## src/rtl/vga_fill_arbiter.sv

```systemverilog
// vga_fill_arbiter: merges CPU single-pixel writes and a rectangle-fill engine
// into one registered write port for the 3-bit video RAM. CPU writes always
// win the port; the fill engine stalls its cursor in any cycle with a CPU request.
module vga_fill_arbiter #(
  parameter int WIDTH       = 100,
  parameter int HEIGHT      = 100,
  parameter int ADDR_WIDTH  = 16,
  parameter int COORD_WIDTH = 8
) (
  input  logic                   Clock,
  input  logic                   Reset,
  input  logic                   iCpuWrite,
  input  logic [COORD_WIDTH-1:0] iCpuX,
  input  logic [COORD_WIDTH-1:0] iCpuY,
  input  logic [2:0]             iCpuColor,
  input  logic                   iFillStart,
  input  logic [COORD_WIDTH-1:0] iFillX0,
  input  logic [COORD_WIDTH-1:0] iFillY0,
  input  logic [COORD_WIDTH-1:0] iFillX1,
  input  logic [COORD_WIDTH-1:0] iFillY1,
  input  logic [2:0]             iFillColor,
  input  logic                   iFillAbort,
  output logic                   oWriteEnable,
  output logic [ADDR_WIDTH-1:0]  oWriteAddress,
  output logic [2:0]             oDataIn,
  output logic                   oBusy,
  output logic                   oDone
);

  localparam logic [COORD_WIDTH-1:0] X_MAX    = COORD_WIDTH'(WIDTH - 1);
  localparam logic [COORD_WIDTH-1:0] Y_MAX    = COORD_WIDTH'(HEIGHT - 1);
  localparam logic [COORD_WIDTH-1:0] COORD_ONE = COORD_WIDTH'(1);
  localparam logic [ADDR_WIDTH-1:0]  ROW_STEP = ADDR_WIDTH'(WIDTH);

  typedef enum logic [1:0] {
    IDLE  = 2'd0,
    SETUP = 2'd1,
    RUN   = 2'd2,
    DONE  = 2'd3
  } state_t;

  state_t                 state_q, state_d;
  logic [COORD_WIDTH-1:0] x0_q, x0_d;
  logic [COORD_WIDTH-1:0] y0_q, y0_d;
  logic [COORD_WIDTH-1:0] x1_q, x1_d;
  logic [COORD_WIDTH-1:0] y1_q, y1_d;
  logic [2:0]             color_q, color_d;
  logic [COORD_WIDTH-1:0] cur_x_q, cur_x_d;
  logic [COORD_WIDTH-1:0] cur_y_q, cur_y_d;
  logic [ADDR_WIDTH-1:0]  row_base_q, row_base_d;
  logic                   we_q, we_d;
  logic [ADDR_WIDTH-1:0]  addr_q, addr_d;
  logic [2:0]             data_q, data_d;
  logic                   busy_q, busy_d;
  logic                   done_q, done_d;

  logic                   cpu_ok;
  logic [ADDR_WIDTH-1:0]  cpu_addr;
  logic [COORD_WIDTH-1:0] clamp_x0, clamp_y0, clamp_x1, clamp_y1;

  // Out-of-screen CPU writes are dropped; fill corners are clamped onto the screen.
  assign cpu_ok   = iCpuWrite && (int'(iCpuX) < WIDTH) && (int'(iCpuY) < HEIGHT);
  assign cpu_addr = ADDR_WIDTH'(iCpuY) * ROW_STEP + ADDR_WIDTH'(iCpuX);
  assign clamp_x0 = (int'(iFillX0) > WIDTH - 1)  ? X_MAX : iFillX0;
  assign clamp_x1 = (int'(iFillX1) > WIDTH - 1)  ? X_MAX : iFillX1;
  assign clamp_y0 = (int'(iFillY0) > HEIGHT - 1) ? Y_MAX : iFillY0;
  assign clamp_y1 = (int'(iFillY1) > HEIGHT - 1) ? Y_MAX : iFillY1;

  assign oWriteEnable  = we_q;
  assign oWriteAddress = addr_q;
  assign oDataIn       = data_q;
  assign oBusy         = busy_q;
  assign oDone         = done_q;

  // Next-state logic: fill sequencing, cursor walk and write-port arbitration.
  always_comb begin
    state_d    = state_q;
    x0_d       = x0_q;
    y0_d       = y0_q;
    x1_d       = x1_q;
    y1_d       = y1_q;
    color_d    = color_q;
    cur_x_d    = cur_x_q;
    cur_y_d    = cur_y_q;
    row_base_d = row_base_q;
    we_d       = 1'b0;
    addr_d     = addr_q;
    data_d     = data_q;

    case (state_q)
      IDLE: begin
        if (iFillStart) begin
          x0_d    = clamp_x0;
          y0_d    = clamp_y0;
          x1_d    = clamp_x1;
          y1_d    = clamp_y1;
          color_d = iFillColor;
          state_d = SETUP;
        end
      end
      SETUP: begin
        if (iFillAbort) begin
          state_d = IDLE;
        end else if ((x1_q < x0_q) || (y1_q < y0_q)) begin
          state_d = DONE;
        end else begin
          row_base_d = ADDR_WIDTH'(y0_q) * ROW_STEP;
          cur_x_d    = x0_q;
          cur_y_d    = y0_q;
          state_d    = RUN;
        end
      end
      RUN: begin
        if (iFillAbort) begin
          state_d = IDLE;
        end else if (!iCpuWrite) begin
          we_d   = 1'b1;
          addr_d = row_base_q + ADDR_WIDTH'(cur_x_q);
          data_d = color_q;
          if (cur_x_q < x1_q) begin
            cur_x_d = cur_x_q + COORD_ONE;
          end else if (cur_y_q == y1_q) begin
            state_d = DONE;
          end else begin
            cur_x_d    = x0_q;
            cur_y_d    = cur_y_q + COORD_ONE;
            row_base_d = row_base_q + ROW_STEP;
          end
        end
      end
      DONE: begin
        state_d = IDLE;
      end
      default: begin
        state_d = IDLE;
      end
    endcase

    if (cpu_ok) begin
      we_d   = 1'b1;
      addr_d = cpu_addr;
      data_d = iCpuColor;
    end

    busy_d = (state_d != IDLE);
    done_d = (state_d == DONE);
  end

  // State and output registers, cleared asynchronously by Reset low.
  always_ff @(posedge Clock or negedge Reset) begin
    if (!Reset) begin
      state_q    <= IDLE;
      x0_q       <= '0;
      y0_q       <= '0;
      x1_q       <= '0;
      y1_q       <= '0;
      color_q    <= '0;
      cur_x_q    <= '0;
      cur_y_q    <= '0;
      row_base_q <= '0;
      we_q       <= 1'b0;
      addr_q     <= '0;
      data_q     <= '0;
      busy_q     <= 1'b0;
      done_q     <= 1'b0;
    end else begin
      state_q    <= state_d;
      x0_q       <= x0_d;
      y0_q       <= y0_d;
      x1_q       <= x1_d;
      y1_q       <= y1_d;
      color_q    <= color_d;
      cur_x_q    <= cur_x_d;
      cur_y_q    <= cur_y_d;
      row_base_q <= row_base_d;
      we_q       <= we_d;
      addr_q     <= addr_d;
      data_q     <= data_d;
      busy_q     <= busy_d;
      done_q     <= done_d;
    end
  end

endmodule

```

## config.mk

```make
export PLATFORM = sky130hd
export DESIGN_NAME = vga_fill_arbiter
export DESIGN_NICKNAME = d
export VERILOG_FILES = /design/src/rtl/vga_fill_arbiter.sv
export SDC_FILE = /design/constraint.sdc
export NUM_CORES = 1
export LEC_CHECK = 0
export CORE_UTILIZATION = 23
export CTS_CLUSTER_DIAMETER = 50
export DETAILED_ROUTE_END_ITERATION = 8
export PLACE_DENSITY = 0.51
export SLEW_MARGIN = 10
export SYNTH_ARGS = -nofsm -noshare
export SYNTH_HDL_FRONTEND = slang
export SYNTH_SLANG_ARGS = --single-unit
```

## constraint.sdc

```tcl
create_clock -name Clock -period 3.1 [get_ports Clock]
set_clock_uncertainty 0.05 [all_clocks]
set_input_delay 0.62 -clock Clock [delete_from_list [all_inputs] [get_ports Clock]]
set_output_delay 0.62 -clock Clock [all_outputs]
set_load 0.05 [all_outputs]
```

==> flow_metrics.tcl, run 1 <==
set metrics [dict create \
    status "finished with violations" \
    violations "negative setup slack" \
    max_freq_mhz 308 \
    setup_viol 4 \
    pwr-share-clk 0.138 \
    clkLatencyLatePin_ps 350 \
    hold_viol_final 0 \
    seq_area_sq_um 2230 \
    critPathRequiredTime_ps 3310 \
    placed_cell_area_sq_um 8570 \
    swShare 0.457 \
    fillers 2994 \
    arrival_ps 3460 \
    p_total_mw 8.87 \
    vias 5945 \
    ff2ff_setup_slack_ps 160 \
    period_needed_ps 3240 \
    synth_area_sq_um 6750 \
    viasPerCell 4.64 \
    port_buffers 80 \
    ios 81 \
    hold_path_class "input port to async pin" \
    r2r_cells 13 \
    p_per_area_nw_per_um2 975 \
    dp_slack_ps -1100 \
    cts.clk_slew.worst_paths_ps 70 \
    drc_errors 0 \
    power.switching_mw 4.06 \
    multiInputGateArea_sq_um 4550 \
    start_kind "input port" \
    area_growth_pct 34.9 \
    ys_types 63 \
    rows 62 \
    grt_pass1_wl_um 30800 \
    antenna_found_initial 0 \
    netlist_instances 760 \
    regToRegEndpoint "row_base_q[14]$_DFFE_PN0P_" \
    final_cell_area_sq_um 9100 \
    grt_pass1_vias 6088 \
    maxSlewViolCount 0 \
    vdd_drop_max_v 0.000504 \
    ctsRootBufferMaster "clkbuf_16" \
    crit-reg2reg-launch "y0_q[3]$_DFFE_PN0P_" \
    seqPwrFrac 0.245 \
    rsz0062_at_grt "true" \
    synthArstFlopShare 1.00 \
    ys_ff_latch 89 \
    pwr-share-comb 0.617 \
    dp_cells 1261 \
    cp-startpoint "iCpuY[4]" \
    cts_tree "done" \
    syn_area_per_cell_sq_um 8.88 \
    dieArea_sq_um 30000 \
    cts.sinks 89 \
    n_antenna_cell 0 \
    whs_ps 201 \
    cp-end-kind "flop" \
    wl_um 18500 \
    ant_nets 0 \
    fin_cells 1281 \
    drive_gt1_frac 0.151 \
    synthFlopType "dfrtp_1" \
    worstPathMaxFanout 4 \
    wl_per_cell_um 14.5 \
    grt_max_degree 50 \
    tns_ps -429 \
    track_usage 0.127 \
    worst_slack_ps -143 \
    numCtsBuffers 9 \
    yosys_warnings 0 \
    tightest_slew_ps 695 \
    fp.dieW_um 173 \
    num-nets-final 1055 \
    clock_path_buffers 2 \
    maxSlewHeadroom 0.535 \
    timing.final.crit_share 1.05 \
    gr-total-overflow 0 \
    synth-edff-count 0 \
    htreeDepth 3 \
    drtIter0Drc 208 \
    critPathKind "input port to flop" \
    drtPass1Iterations 5 \
    ys_seq_area_frac 0.330 \
    core_sq_um 28800 \
    die_y_um 173 \
    drv_cap 0 \
    p_int_mw 4.81 \
    gp_congestion 0.781 \
    start_util 0.234 \
    p_leak_nw 4.04 \
    synth.net_count 923 \
    finish.utilization 0.316 \
    hpwlAfterDp_um 14500 \
]
-- flip-flops by register name (all words and copies together) (netlist names) --
signal,flops
color_q,3
y0_q,8
state_q,2
row_base_q,14
oWriteEnable,1
cur_x_q,8
oBusy,1
oWriteAddress,16
x1_q,8
oDataIn,3
cur_y_q,8
oDone,1
y1_q,8
x0_q,8
-- power by group through the flow --
stage | clock network (mW) | registers (mW) | logic, mW
3_5_place_dp | 0 | 2.20 | 5.23
5_1_grt | 1.31 | 2.25 | 6.20
3_3_place_gp | 0 | 2.20 | 5.18
2_1_floorplan | 0 | 2.49 | 3.20
6_report | 1.23 | 2.17 | 5.47
4_1_cts | 1.26 | 2.18 | 5.32
-- critical path: stages --
cell       delay, ps
buf_8            100
ha_4             240
ha_4             260
inv_2             30
fa_1             480
inv_2             50
ha_4             270
o21ai_4           50
or4b_4           540
o2111ai_4         90
nand4_1          170
nor2b_1          180
nand3b_1         110
a221oi_2         260
-- kinds of logic (layout without fill, tap and decap cells) --
family          after synthesis  count (layout)  synth area share
simple gates                214             214             0.148
mux                           1               1           0.00148
buf+inv                      76             213            0.0440
compound gates              232             232             0.219
xor+xnor                     44              44            0.0571
flops                        89              89             0.330
fa+ha+maj                   104             104             0.201
-- area by class of cell --
type	instances	share of cell area
clock inverter	7	0.0117
clock buffer	9	0.0247
timing repair buffer	144	0.143
tap	384	0.0528
inverter	53	0.0232
sequential	89	0.245
multi-input combinational	595	0.500
-- per-layer routing --
metal | GRT usage | wire, um | vias to the layer above
met2 | 0.223 | 9150 | 87
met1 | 0.164 | 8720 | 2862
met3 | 0.0232 | 552 | 9
met4 | 0.0177 | 94 | 0
met5 | 0 | 0 | -
li1 | - | - | 2987
-- worst max-delay path by stage --
| stage | endpoint | slack, ps | cells past startpoint |
|---|---|---|---|
| 2_1_floorplan | oWriteAddress[15]$_DFFE_PN0P_ | -290 | 12 |
| 3_3_place_gp | oWriteAddress[15]$_DFFE_PN0P_ | -1060 | 13 |
| 3_5_place_dp | oWriteAddress[15]$_DFFE_PN0P_ | -1100 | 13 |
| 4_1_cts | oWriteAddress[13]$_DFFE_PN0P_ | -190 | 15 |
| 5_1_grt | oWriteAddress[13]$_DFFE_PN0P_ | -250 | 15 |
| 6_report | oWriteAddress[15]$_DFFE_PN0P_ | -140 | 14 |
-- Yosys cell counts, drive strengths merged, types with 6 or more instances --
library cell	n	area [sq um]
xor2	30	263
and3	6	37.5
clkbuf	17	63.8
o22a	11	96.3
xnor2	14	123
buf	6	33.8
a21o	8	60.1
ha	97	1210
fa	7	140
a31oi	10	62.6
nand2	85	319
nor3	10	61.3
a21oi	53	269
a211oi	8	72.6
o22ai	14	87.6
nor2b	9	56.3
nand3	16	80.1
o21ai	73	365
nor3b	8	60.1
inv	53	199
nand2b	9	56.3
dfrtp	89	2230
nor2	52	198
a22oi	10	75.1
-- cell usage in the layout, fill, tap and decap left out, types with 11 or more instances in the layout --
master,n
dfrtp_1,89
nand2_1,85
ha_1,79
clkdlybuf4s50_1,71
buf_4,63
o21ai_0,55
nor2_1,51
a21oi_1,49
inv_1,48
xor2_1,27
ha_4,17
o21ai_1,16
nand3_1,16
o22ai_1,14
xnor2_1,14
o22a_1,11
-- repair_timing --
action | in CTS | in global routing
setup endpoints to repair | 10 | 9
gates cloned | 0 | 0
resized for setup | 34 | 26
hold buffers | 0 | 0
pin swaps | 17 | 27
buffers inserted | 3 | 2
Power figures use the tool's default switching activity.
==> run 2: changes to the inputs <==
Settings changed: CORE_ASPECT_RATIO from default to 0.9.
==> run 2 against run 1 <==
  * Clock-buffer cell count up 2
  * Sequential share of layout area down 0.094 points
  * Core utilization about the same
  * The flow finishes with violations (design-rule violations, negative setup slack)
  * Combinational power up 2%
  * Largest cell class unchanged
  * Cell count up 0.86%
  * Global-route usage down 0.24 points
==> flow_metrics.tcl, run 2 (synthesis results as in run 1) <==
set metrics [dict create \
    status "finished with violations" \
    violations "design-rule violations, negative setup slack" \
    worstPathMaxFanout 3 \
    fin_cells 1292 \
    drtPass1Iterations 6 \
    fp.dieW_um 183 \
    rows 59 \
    drc_errors 2 \
    hold_viol_final 0 \
    area_growth_pct 35.4 \
    largest_register_ffs 16 \
    clock_path_buffers 2 \
    start_util 0.234 \
    maxSlewHeadroom 0.602 \
    layout_commonest_cell "dfrtp_1" \
    rsz0062_at_grt "true" \
    max_freq_mhz 305 \
    cp_cell_sequence "dlygate4sd2_1, buf_4, ha_1, ha_1, ha_4, ha_1, or4b_4, o2111ai_4, nand4_1, nor2b_2, nand3b_1, a221oi_2" \
    dieArea_sq_um 30000 \
    drtIter0Drc 243 \
    ant_nets 0 \
    critPathRequiredTime_ps 3310 \
    period_needed_ps 3280 \
    viasPerCell 4.55 \
    seq_area_sq_um 2230 \
    setup_viol 3 \
    grt_pass1_wl_um 29600 \
    gr-total-overflow 0 \
    gp_congestion 0.748 \
    arrival_ps 3490 \
    ctsRootBufferMaster "clkbuf_16" \
    cts.sinks 89 \
    p_total_mw 8.87 \
    worst_slack_ps -177 \
    hold_path_class "input port to async pin" \
    slowest_stage "or4b_4" \
    drive_gt1_frac 0.154 \
    clkLatencyLatePin_ps 350 \
    numCtsBuffers 9 \
    vias 5875 \
    hpwlAfterDp_um 14400 \
    htreeDepth 3 \
    drv_cap 0 \
    n_antenna_cell 0 \
    start_kind "input port" \
    vdd_drop_max_v 0.000565 \
    finish.utilization 0.317 \
    final_cell_mix "dfrtp_1 (89), nand2_1 (85), ha_1 (74), clkdlybuf4s50_1 (71), buf_4 (63)" \
    cts_tree "done" \
    p_leak_nw 4.02 \
    track_usage 0.124 \
    timing.final.crit_share 1.06 \
    maxSlewViolCount 0 \
    dp_cells 1273 \
    die_y_um 164 \
    fillers 3056 \
    wl_per_cell_um 14.2 \
    critPathKind "input port to flop" \
    ios 81 \
    tightest_slew_ps 596 \
    max_stage_delay_ps 550 \
    cp_common_cell "ha_1" \
    num-nets-final 1054 \
    grt_max_degree 46 \
    core_sq_um 28900 \
    antenna_found_initial 0 \
    wl_um 18300 \
    dp_slack_ps -1130 \
    grt_pass1_vias 5741 \
    postCtsHoldBufs 0 \
    cts.clk_slew.worst_paths_ps 70 \
    port_buffers 80 \
    cp-end-kind "flop" \
    multiInputGateArea_sq_um 4620 \
    p_per_area_nw_per_um2 971 \
]
[run 2: cell count changes in the layout (fill, tap and decap cells not counted), moves of 2 or more]
cell | before | now
ha_4 | 17 | 23
ha_1 | 79 | 74
buf_8 | 3 | 0
buf_12 | 1 | 3
buf_2 | 0 | 2
clkbuf_1 | 0 | 2
[run 2: final timing paths]
kind	startpoint	depth (start not counted)	slack, ps	endpoint
min reg2reg	color_q[1]$_DFFE_PN0P_	2	440	color_q[1]$_DFFE_PN0P_
max in group asynchronous	Reset	2	2230	row_base_q[9]$_DFFE_PN0P_
min in group Clock	color_q[1]$_DFFE_PN0P_	2	440	color_q[1]$_DFFE_PN0P_
max reg2reg	y0_q[3]$_DFFE_PN0P_	13	230	row_base_q[12]$_DFFE_PN0P_
max	iCpuY[5]	12	-180	oWriteAddress[15]$_DFFE_PN0P_
min	Reset	1	70	oDone$_DFF_PN0_
[run 2: routing by layer]
metal | vias to the layer above | share of wire | GRT usage
met5 | - | 0 | 0
met4 | 0 | 0.017 | 0.0325
met3 | 19 | 0.028 | 0.0227
met2 | 78 | 0.47 | 0.203
met1 | 2788 | 0.49 | 0.168
li1 | 2990 | - | -
[run 2: timing repair]
item                       in CTS  in global routing
hold endpoints to repair        0                  0
resized for setup              36                 30
setup endpoints to repair      11                 10
buffers inserted                2                  2
pin swaps                      18                 29
[run 2: worst max-delay path, delay by kind of cell]
kind,cells,cell delay (ps)
adder cells (fa/ha/maj),4,1090
AND/OR/NAND/NOR,4,1020
buffers and inverters,2,390
AO/OA/AOI/OAI,2,380
[run 2: layout make-up]
cell class / count / area share
clock buffers: 11 / 0.0255
clock inverters: 5 / 0.00698
inverters: 53 / 0.0231
multi-input cells: 595 / 0.505
flip-flops and latches: 89 / 0.244
well taps: 396 / 0.0542
repair buffers: 143 / 0.141
[run 2: power breakdown]
| group | internal, mW | switching (mW) |
|---|---|---|
| combinational | 2.54 | 3.04 |
| sequential | 1.65 | 0.513 |
| clock | 0.635 | 0.494 |
[run 2: stage by stage]
stage	setup TNS [ps]	area [sq um]	hold slack, ps
2_1_floorplan	-818	6930	274
3_3_place_gp	-7120	8590	412
3_5_place_dp	-7450	8590	412
4_1_cts	-517	8940	63.1
5_1_grt	-1030	9140	72.2
6_report	-435	9140	70.6
